File: src/rtl/pipe_add_sub.sv
// Pipelined WIDTH-bit adder/subtractor: STAGES carry-chained chunks, valid/ready with global stall.
// Define PIPE_ADD_SUB_SAT_EN to clamp out_sum to the signed range on overflow.
module pipe_add_sub #(
    parameter int unsigned WIDTH  = 16,
    parameter int unsigned STAGES = 4
) (
    input  logic             clk,
    input  logic             rst_n,
    input  logic             in_valid,
    output logic             in_ready,
    input  logic [WIDTH-1:0] in_a,
    input  logic [WIDTH-1:0] in_b,
    input  logic             in_cin,
    input  logic             in_sub,
    output logic             out_valid,
    input  logic             out_ready,
    output logic [WIDTH-1:0] out_sum,
    output logic             out_carry,
    output logic             out_ovf
);

    localparam int unsigned CHUNK = WIDTH / STAGES;
    localparam int unsigned LAST  = STAGES - 1;

    logic             r_valid [STAGES];
    logic [WIDTH-1:0] r_sum   [STAGES];
    logic [WIDTH-1:0] r_a     [STAGES];
    logic [WIDTH-1:0] r_b     [STAGES];
    logic             r_c     [STAGES];
    logic             r_ovf;

    logic             w_vin   [STAGES];
    logic [WIDTH-1:0] w_a     [STAGES];
    logic [WIDTH-1:0] w_b     [STAGES];
    logic             w_ci    [STAGES];
    logic [WIDTH-1:0] w_slo   [STAGES];
    logic [WIDTH-1:0] w_sum_n [STAGES];
    logic [CHUNK:0]   w_add   [STAGES];
    logic             w_advance;
    logic             w_amsb;
    logic             w_ovf;

    // Operand registers hold the not-yet-added upper chunks shifted down, so every
    // stage always adds bits [CHUNK-1:0]; the final stage therefore sees the MSB chunk.
    always_comb begin
        w_advance = !r_valid[LAST] || out_ready;
        for (int unsigned k = 0; k < STAGES; k++) begin
            if (k == 0) begin
                w_vin[k] = in_valid;
                w_a[k]   = in_a;
                w_b[k]   = in_sub ? ~in_b : in_b;
                w_ci[k]  = in_sub ? ~in_cin : in_cin;
                w_slo[k] = '0;
            end else begin
                w_vin[k] = r_valid[k-1];
                w_a[k]   = r_a[k-1];
                w_b[k]   = r_b[k-1];
                w_ci[k]  = r_c[k-1];
                w_slo[k] = r_sum[k-1];
            end
            w_add[k] = {1'b0, w_a[k][CHUNK-1:0]} + {1'b0, w_b[k][CHUNK-1:0]}
                     + {{CHUNK{1'b0}}, w_ci[k]};
            w_sum_n[k] = w_slo[k];
            w_sum_n[k][k*CHUNK +: CHUNK] = w_add[k][CHUNK-1:0];
        end
        w_amsb = w_a[LAST][CHUNK-1];
        w_ovf  = (w_amsb == w_b[LAST][CHUNK-1]) && (w_add[LAST][CHUNK-1] != w_amsb);
`ifdef PIPE_ADD_SUB_SAT_EN
        if (w_ovf) begin
            w_sum_n[LAST] = {w_amsb, {(WIDTH-1){~w_amsb}}};
        end
`else
`endif
    end

    always_ff @(posedge clk or negedge rst_n) begin
        if (!rst_n) begin
            for (int unsigned k = 0; k < STAGES; k++) begin
                r_valid[k] <= 1'b0;
                r_sum[k]   <= '0;
                r_a[k]     <= '0;
                r_b[k]     <= '0;
                r_c[k]     <= 1'b0;
            end
            r_ovf <= 1'b0;
        end else if (w_advance) begin
            for (int unsigned k = 0; k < STAGES; k++) begin
                r_valid[k] <= w_vin[k];
                r_sum[k]   <= w_sum_n[k];
                r_a[k]     <= w_a[k] >> CHUNK;
                r_b[k]     <= w_b[k] >> CHUNK;
                r_c[k]     <= w_add[k][CHUNK];
            end
            r_ovf <= w_ovf;
        end
    end

    assign in_ready  = w_advance;
    assign out_valid = r_valid[LAST];
    assign out_sum   = r_sum[LAST];
    assign out_carry = r_c[LAST];
    assign out_ovf   = r_ovf;

endmodule

File: config.mk
export PLATFORM = sky130hd
export DESIGN_NAME = pipe_add_sub
export DESIGN_NICKNAME = d
export VERILOG_FILES = /design/src/rtl/pipe_add_sub.sv
export SDC_FILE = /design/constraint.sdc
export NUM_CORES = 1
export LEC_CHECK = 0
export BUFFER_PORTS_ARGS = -buffer_cell sky130_fd_sc_hd__buf_4
export CORE_MARGIN = 2
export CORE_UTILIZATION = 35
export CTS_BUF_LIST = sky130_fd_sc_hd__clkbuf_2
export CTS_CLUSTER_DIAMETER = 80
export DETAILED_ROUTE_END_ITERATION = 8
export PLACE_DENSITY_LB_ADDON = 0.3
export SETUP_SLACK_MARGIN = 0.5
export SLEW_MARGIN = 15
export SYNTH_ARGS = -nofsm -noshare
export SYNTH_HDL_FRONTEND = slang
export SYNTH_SLANG_ARGS = --single-unit
File: constraint.sdc
create_clock -name clk -period 3.5 [get_ports clk]
set_clock_uncertainty 0.15 [all_clocks]
set_input_delay 0.35 -clock clk [delete_from_list [all_inputs] [get_ports clk]]
set_output_delay 0.35 -clock clk [all_outputs]
set_load 0.005 [all_outputs]
Word-level counts from Yosys, hierarchy flattened
Index checks and enable logic that the tools add are counted.
{"block": "word_totals", "elab_cells": 36, "output_inout_bits": 20, "ff_bits": 97, "in_bits": 38}
{"block": "classes", "reduce_logical": 3, "n_bitwise": 2, "n_addsub": 8, "eq_ne": 2, "n_mux": 2}
{"operator": "$add A4 B4 Y5", "count": 4}
{"operator": "$add A5 B1 Y5", "count": 4}
{"operator": "$mux W16", "count": 1}
{"operator": "$not A16 Y16", "count": 1}
{"operator": "$eq A1 B1 Y1", "count": 1}
{"operator": "$logic_and A1 B1 Y1", "count": 1}
{"operator": "$logic_not A1 Y1", "count": 1}
{"operator": "$logic_or A1 B1 Y1", "count": 1}
{"operator": "$mux W1", "count": 1}
{"operator": "$ne A1 B1 Y1", "count": 1}
{"operator": "$not A1 Y1", "count": 1}

Longest topological paths before layout
Gate-level depths: netlist of run 1.
{"block": "logic_depth", "ltp_word": 4, "ltp_mapped": 8, "depth_no_buf": 6}

Least setup slack after synthesis of run 1
Ideal clock, no wire load.
{"block": "synth_timing", "path_type": "input-to-reg", "start": "in in_sub", "end": "reg r_c[3] (netlist bit)", "setup_slack_ns": 1.164, "cell_stages": 8, "path_buffers": 2, "t_arrival_ns": 2.059, "setup_ns": 0.127, "t_required_ns": 3.223, "cell_sequence": "buf_4 buf_4 xor2_1 fa_1 fa_1 a21o_1 a21oi_1 a21oi_1"}
{"block": "synth_via", "elab_chain_cells": 3, "word_cells_on_any_way": 4, "cone_classes": "2 x add/sub; 2 x mux"}
{"element": "from (decl)", "line_no": "14", "text": "input logic in_sub,"}
{"element": "$mux W16", "line_no": "51", "text": "w_b[k] = in_sub ? ~in_b : in_b;"}
{"element": "$add A4 B4 Y5", "line_no": "61", "text": "w_add[k] = {1'b0, w_a[k][CHUNK-1:0]} + {1'b0, w_b[k][CHUNK-1:0]}"}
{"element": "$add A5 B1 Y5 (*)", "line_no": "62", "text": "+ {{CHUNK{1'b0}}, w_ci[k]};"}
{"element": "to (signal, indexed assignment)", "line_no": "92", "text": "r_c[k] <= w_add[k][CHUNK];"}
{"element": "to (decl)", "line_no": "29", "text": "logic r_c [STAGES];"}
Mark *: on every way between the ends. The rest lies on a longest branch, timed or not.
A chain may end at the register's enable or synchronous reset.

Final worst setup path of run 1
{"block": "layout_timing", "start": "reg r_valid (netlist bit out_valid)", "end": "out in_ready"}
{"block": "layout_via", "elab_chain_cells": 2}
{"element": "from (decl)", "line_no": "25", "text": "logic r_valid [STAGES];"}
{"element": "from (signal, indexed assignment)", "line_no": "88", "text": "r_valid[k] <= w_vin[k];"}
{"element": "$logic_not A1 Y1", "line_no": "46", "text": "w_advance = !r_valid[LAST] || out_ready;"}
{"element": "$logic_or A1 B1 Y1", "line_no": "46"}
{"element": "to (decl)", "line_no": "10", "text": "output logic in_ready,"}
No other way between the ends.

==> summary.md, run 1 <==
| Metric | Value |
|---|---|
| Power Density | 758 mW/mm^2 |
| Reg2reg end | out_carry$_DFFE_PN0P_ |
| Drt wl/cell | 11.5 um |
| Clk_lat worst skew | 0.56 ns |
| Ys Warns | 0 |
| DRC viols | 0 |
| GPL Wtd Cong | 0.773 |
| Initial antenna violation count | 0 |
| # resized after CTS | 0 |
| Critical-path cell list | nor2b_4 -> inv_2 -> buf_4 |
| Final setup viols | 0 |
| Leakage | 2.71 nW |
| All-Layer GR Usage | 0.134 |
| Hold path depth | 4 |
| Setup TNS | 0 ns |
| WL final | 8230 um |
| Cts bufs inserted | 9 |
| Global-route wire length before repair | 14300 um |
| CP startpoint kind | flip-flop |
| Synth top cells by count | 224 x nand2_1, 97 x dfrtp_1, 20 x buf_4 |
| Gr ovfl total | 0 |
| Critical path class | flip-flop to output pin |
| CP Max Fanout | 48 |
| HPWL Detailed | 5410 um |
| R2R setup slack | around 1.4 ns |
| Clock buffer depth | 2 |
| # diodes | 0 |
| Syn_nets | 535 |
| Worst endpoint required time | around 3 ns |
| Largest net degree at the start of global routing | roughly 110 |
| Vias in the first global route | 3006 |
| PnR worst setup slack | a little over 1 ns |
| Die area | 0.0136 mm^2 |
| Final Critical Period | 2.48 ns |
| CP max-delay cell | inv_2 |
| CTS tree | built |
| RR Startpoint | r_a[16]$_DFFE_PN0P_ |
| Length of the first detailed-routing pass in iterations | 5 |
| Core Region | 0.0125 mm^2 |
| Layout cells sized above 1 | 0.149 |
| WP data arrival | 1.98 ns |
| Post-synthesis cell area | between 0.004 and 0.005 mm^2 |
| Drt initial violations | ~150 |
| Most frequent cell after synthesis | nand2_1 |
| Max incr delay on CP | 0.62 ns |
| RSZ-0062 raised after global routing | false |
| Clock transition at the registers of the reported paths | 0.23 ns |
| EDFF count, synth | 0 |
| Synth area leaders | dfrtp_1 55%, nand2_1 19%, fa_1 3.6% |
| Worst Hold Slack | 0.0430 ns |
| IO Pins | 58 |
| Min-delay src | in_a[3] |
| ANT nets after route | 0 |
| Asr flop ratio synth | 1.00 |
| Crit. End Element | output pin |
| Main flop type after synthesis | dfrtp_1 |
| Maxcap violations | 0 |
| Worst Setup SP | out_valid$_DFFE_PN0P_ |
| Fmax | 403 MHz |
| Via count | 3076 |
| Area share of the largest cell type after synthesis | 0.547 |
| Worst Tran Pin Value | 1.01 ns |
| Initial Util | 0.355 |
| Via density | 4.29 |
| Netlist cell types | 26 |
| Top delay family on crit path | buffers and inverters |
| Critical path buffers and inverters | 2 |
| Maximum VDD drop | 0.256 mV |
| Cell taking the most area after synthesis | dfrtp_1 |
| DIE WIDTH | 117 um |
| Register area share after synthesis | 0.547 |
| P&R area growth vs syn | 19.5% |
| FF-to-FF path depth | 5 |
| Max_slew headroom | 0.327 |
| H-tree levels | 3 |
| Die Ht | around 120 um |
| Cell Rows | 41 |
| Pre-CTS WS | 1.13 ns |
| Status | complete, no violations |
| Mapped Cells | 477 |
| CTS root buf | clkbuf_2 |
| Final period util | 0.709 |
| IO Port Bufs | 57 |
| Max-slew violation count | 0 |
| Power Total | 4.02 mW |
| Clk sinks | 97 |
| Nets | 598 |
| Fin. Hold Viols | 0 |
| Hold WC Path Type | input port to flip-flop |
| Post-Syn Area per Cell | 9.31 um^2 |
| Hold Path Sink | r_c[3]$_DFFE_PN0P_ |
| Synthesis-stage register bit count | 97 |
==> layer usage <==
| metal | vias to the layer above | routed length (um) | track usage |
|---|---|---|---|
| met3 | 9 | 310 | 0.0285 |
| met5 | - | 0 | 0 |
| met2 | 45 | 3760 | 0.211 |
| li1 | 1610 | - | - |
| met4 | 0 | 74 | 0.0494 |
| met1 | 1412 | 4090 | 0.185 |
==> cells by family (layout without fill, tap and decap cells) <==
logic type	count (synthesis)	in the layout	synth area share
XOR/XNOR	20	20	0.0394
multiplexers	3	3	0.00676
flip-flops	97	97	0.547
adder cells (fa/ha/maj)	20	20	0.0699
AO/OA/AOI/OAI	45	45	0.0614
buffers and inverters	49	117	0.0634
AND/OR/NAND/NOR	243	243	0.212
==> metrics by stage <==
stage / util / std cells / area (um^2)
floorplan: - / 477 / 4440
global placement: 0.391 / 673 / 4890
detailed placement: 0.391 / 673 / 4890
CTS: 0.424 / 717 / 5310
global route: 0.424 / 717 / 5310
finish: 0.424 / 717 / 5310
==> layout make-up <==
class / instances / area [um^2]
clock inverter: 5 / 80.1
fill: 1291 / 7210
multi-input combinational: 331 / 1740
inverter: 10 / 37.5
sequential: 97 / 2430
timing repair buffer: 91 / 753
clock buffer: 11 / 55.1
tap: 172 / 215
==> how the worst max path moves through the flow <==
stage	endpoint	slack [ns]	cells past startpoint
6_report	in_ready	1.02	3
5_1_grt	in_ready	0.84	3
4_1_cts	in_ready	0.95	3
3_5_place_dp	r_c[3]$_DFFE_PN0P_	1.13	7
3_3_place_gp	r_c[3]$_DFFE_PN0P_	1.16	7
2_1_floorplan	r_c[3]$_DFFE_PN0P_	1.16	8
==> worst reg2reg max path, cell delays in order, from the launching register on <==
cell and delay [ns]:
dfrtp_1 0.46, fa_1 0.50, fa_1 0.43, a21o_1 0.17
a21oi_1 0.14, a21oi_1 0.08
==> repair_timing <==
action | in CTS | in global routing
hold buffers | 28 | 0
setup buffers | 0 | 0
endpoints found under the hold margin | 65 | 0
==> state kept, by name (all words and copies together), names as in the netlist <==
signal / count
r_c: 3
out_sum: 16
out_carry: 1
r_b: 24
r_a: 24
r_valid: 3
r_sum: 24
out_valid: 1
out_ovf: 1
==> where the power goes <==
group	internal, mW	switching (mW)	total, mW
Clock	0.241	0.367	0.608
Sequential	1.61	0.275	1.88
Combinational	0.703	0.827	1.53
Total	2.55	1.47	4.02
==> cell usage in the layout, fill, tap and decap left out, drive strengths merged <==
cell and count:
nand2b 1, bufinv 2, buf 63, clkinvlp 1, dfrtp 97, o21ai 19
inv 10, o41ai 1, ha 12, a21o 5, nand3 4, clkinv 2
fa 8, o31ai 1, or4 3, dlygate4sd3 28, nor2b 5, clkbuf 11
xor2 5, mux2i 3, nor2 6, o2111ai 3, nand2 224, a21oi 12
a211oi 2, a21boi 2, xnor2 15
Power figures use the tool's default switching activity.
==> run 2: changes to the inputs <==
==> constraint.sdc (replaced) <==
create_clock -name clk -period 2.4 [get_ports clk]
set_clock_uncertainty 0.15 [all_clocks]
set_input_delay 0.24 -clock clk [delete_from_list [all_inputs] [get_ports clk]]
set_output_delay 0.24 -clock clk [all_outputs]
set_load 0.005 [all_outputs]
==> summary.md, run 2 (synthesis results as in run 1) <==
| Metric | Value |
|---|---|
| Status | complete, no violations (unchanged) |
| IO Pins | 58 (unchanged) |
| Most frequent cells in the layout | 224 x nand2_1, 97 x dfrtp_1, 66 x buf_4 (was 224 x nand2_1, 97 x dfrtp_1, 63 x buf_4) |
| Max_slew headroom | 0.629 (was 0.327) |
| Logic pwr share | 0.413 (was 0.380) |
| Reg area | 0.00243 mm^2 (unchanged) |
| Die area | 0.0136 mm^2 (unchanged) |
| Maxcap violations | 0 (unchanged) |
| Gr ovfl total | 0 (unchanged) |
| Area after detailed placement | 0.00494 mm^2 (was 0.00489 mm^2) |
| Drt initial violations | 170 (was 154) |
| CP startpoint kind | flip-flop (unchanged) |
| Final period util | 0.778 |
| Commonest non-fill, non-tap cell in the layout | nand2_1 (unchanged) |
| Final setup viols | 0 (unchanged) |
| Seq pwr share | 0.470 (was 0.468) |
| Die Ht | 117 um (unchanged) |
| Cts bufs inserted | 9 (unchanged) |
| Multi-input combinational cell area | 0.00177 mm^2 (was 0.00174 mm^2) |
| ANT nets after route | 0 (unchanged) |
| CTS tree | built (unchanged) |
| Fin. Hold Viols | 0 (unchanged) |
| RSZ-0062 raised after global routing | true (was false) |
| Clock buffer depth | 2 (unchanged) |
| Power Density | 1080 mW/mm^2 (was 758 mW/mm^2) |
| DRC viols | 0 (unchanged) |
| HPWL Detailed | 5790 um (was 5410 um) |
| Final Critical Period | around 1.9 ns |
| Clk_lat worst skew | 0.52 ns (was 0.56 ns) |
| Initial antenna violation count | 0 (unchanged) |
| Clk sinks | 97 (unchanged) |
| Length of the first detailed-routing pass in iterations | 5 (unchanged) |
| CP Max Fanout | 2 (was 48) |
| DIE WIDTH | 117 um (unchanged) |
| Nets | 611 (was 598) |
| Switching pwr | 2.23 mW (was 1.47 mW) |
| Final instance area | 0.00547 mm^2 (was 0.00531 mm^2) |
| Clock power share | 0.116 (was 0.151) |
| Fmax | between 500 and 600 MHz |
| H-tree levels | 3 (unchanged) |
| Finished Layout Cells | 731 (was 717) |
| Worst Tran Pin Value | 0.557 ns (was 1.01 ns) |
| Maximum VDD drop | 0.334 mV (was 0.256 mV) |
| Drt wl/cell | 12.0 um (was 11.5 um) |
| Worst Hold Slack | 0.0421 ns (was 0.0430 ns) |
| Layout cells sized above 1 | 0.176 (was 0.149) |
| Vias in the first global route | 3268 (was 3006) |
| WL final | 8790 um (was 8230 um) |
| Setup TNS | 0 ns (unchanged) |
| Clock transition at the registers of the reported paths | 0.26 ns (was 0.23 ns) |
| Hold WC Path Type | input port to asynchronous set/reset pin (was input port to flip-flop) |
| Via density | 4.40 (was 4.29) |
| All-Layer GR Usage | 0.145 (was 0.134) |
| Worst endpoint required time | 2.69 ns (was 3.00 ns) |
| Core Region | 0.0125 mm^2 (unchanged) |
| CTS root buf | clkbuf_2 (unchanged) |
| Via count | 3219 (was 3076) |
| Placed Cells incl. Taps | 675 (was 673) |
| WP data arrival | 2.16 ns (was 1.98 ns) |
| Largest net degree at the start of global routing | 57 (was 109) |
| Global-route wire length before repair | 15400 um (was 14300 um) |
| GPL Wtd Cong | 0.796 (was 0.773) |
| Cell Rows | 41 (unchanged) |
| Critical path class | flip-flop to flip-flop (was flip-flop to output pin) |
| Max-slew violation count | 0 (unchanged) |
| IO Port Bufs | 57 (unchanged) |
| Internal Power | 3.66 mW (was 2.55 mW) |
| Largest regs | r_a (24), r_b (24), r_sum (24) (unchanged) |
| P&R area growth vs syn | 23.3% (was 19.5%) |
| Leakage | 2.78 nW (was 2.71 nW) |
| # fillers | 1281 (was 1291) |
| Initial Util | 0.355 (unchanged) |
| Crit. End Element | flip-flop (was output pin) |
| Switching share of power | 0.378 (was 0.365) |
[run 2: critical path: stages (launching register included)]
cell and delay, ns:
dfrtp_1 0.47, fa_2 0.42, buf_4 0.15, a21o_1 0.19
a211oi_1 0.29, o41ai_2 0.11
[run 2: metal layers]
layer  up-vias  wire length [um]  GRT usage  part of all wire
met3        12               330     0.0280             0.038
met5         -                 0          0                 0
met4         0               126     0.0471             0.014
met2        61              4130      0.232              0.47
li1       1638                 -          -                 -
met1      1508              4200      0.200              0.48
[run 2: power by group through the flow]
stage / logic, mW / registers [mW] / clock network [mW]
after floorplan: 1.76 / 2.70 / 0
after global placement: 2.19 / 2.79 / 0
after detailed placement: 2.27 / 2.82 / 0
after CTS: 2.42 / 2.78 / 0.728
after global routing: 2.83 / 2.88 / 0.791
final: 2.43 / 2.77 / 0.686
[run 2: final cells by class]
cell class                      instances  share of cell area
Multi-Input combinational cell        331               0.323
Inverter                               10             0.00823
Antenna cell                            1            0.000457
Clock inverter                          6             0.00800
Tap cell                              172              0.0393
Clock buffer                           10             0.00914
Sequential cell                        97               0.443
Timing Repair Buffer                  104               0.168
[run 2: what timing repair did]
action                     in CTS  in global routing
setup endpoints to repair       3                 39
hold endpoints to repair      127                  0
buffers inserted                3                  2
pin swaps                       0                  6
gates resized for setup         7                  4
cloned                          1                  0
hold buffers                   33                  0
[run 2: metrics by stage]
step | setup WS, ns | total power [mW] | util
floorplan | 0.350 | 4.46 | -
global placement | 0.370 | 4.99 | 0.395
detailed placement | 0.355 | 5.09 | 0.395
CTS | 0.464 | 5.93 | 0.435
global route | 0.416 | 6.50 | 0.437
finish | 0.534 | 5.89 | 0.437
[run 2: worst paths after layout]
check	startpoint	end	slack, ns	cells after the start
min in group clk	in_b[3]	r_c[3]$_DFFE_PN0P_	0.05	5
worst min-delay path	rst_n	out_sum[15]$_DFFE_PN0P_	0.04	2
worst max register to register	r_c[1]$_DFFE_PN0P_	out_ovf$_DFFE_PN0P_	0.53	5
max in group asynchronous	rst_n	r_b[58]$_DFFE_PN0P_	1.38	3
worst min register to register	r_valid[1]$_DFFE_PN0P_	r_valid[1]$_DFFE_PN0P_	0.35	2
worst max-delay path	r_c[1]$_DFFE_PN0P_	out_ovf$_DFFE_PN0P_	0.53	5
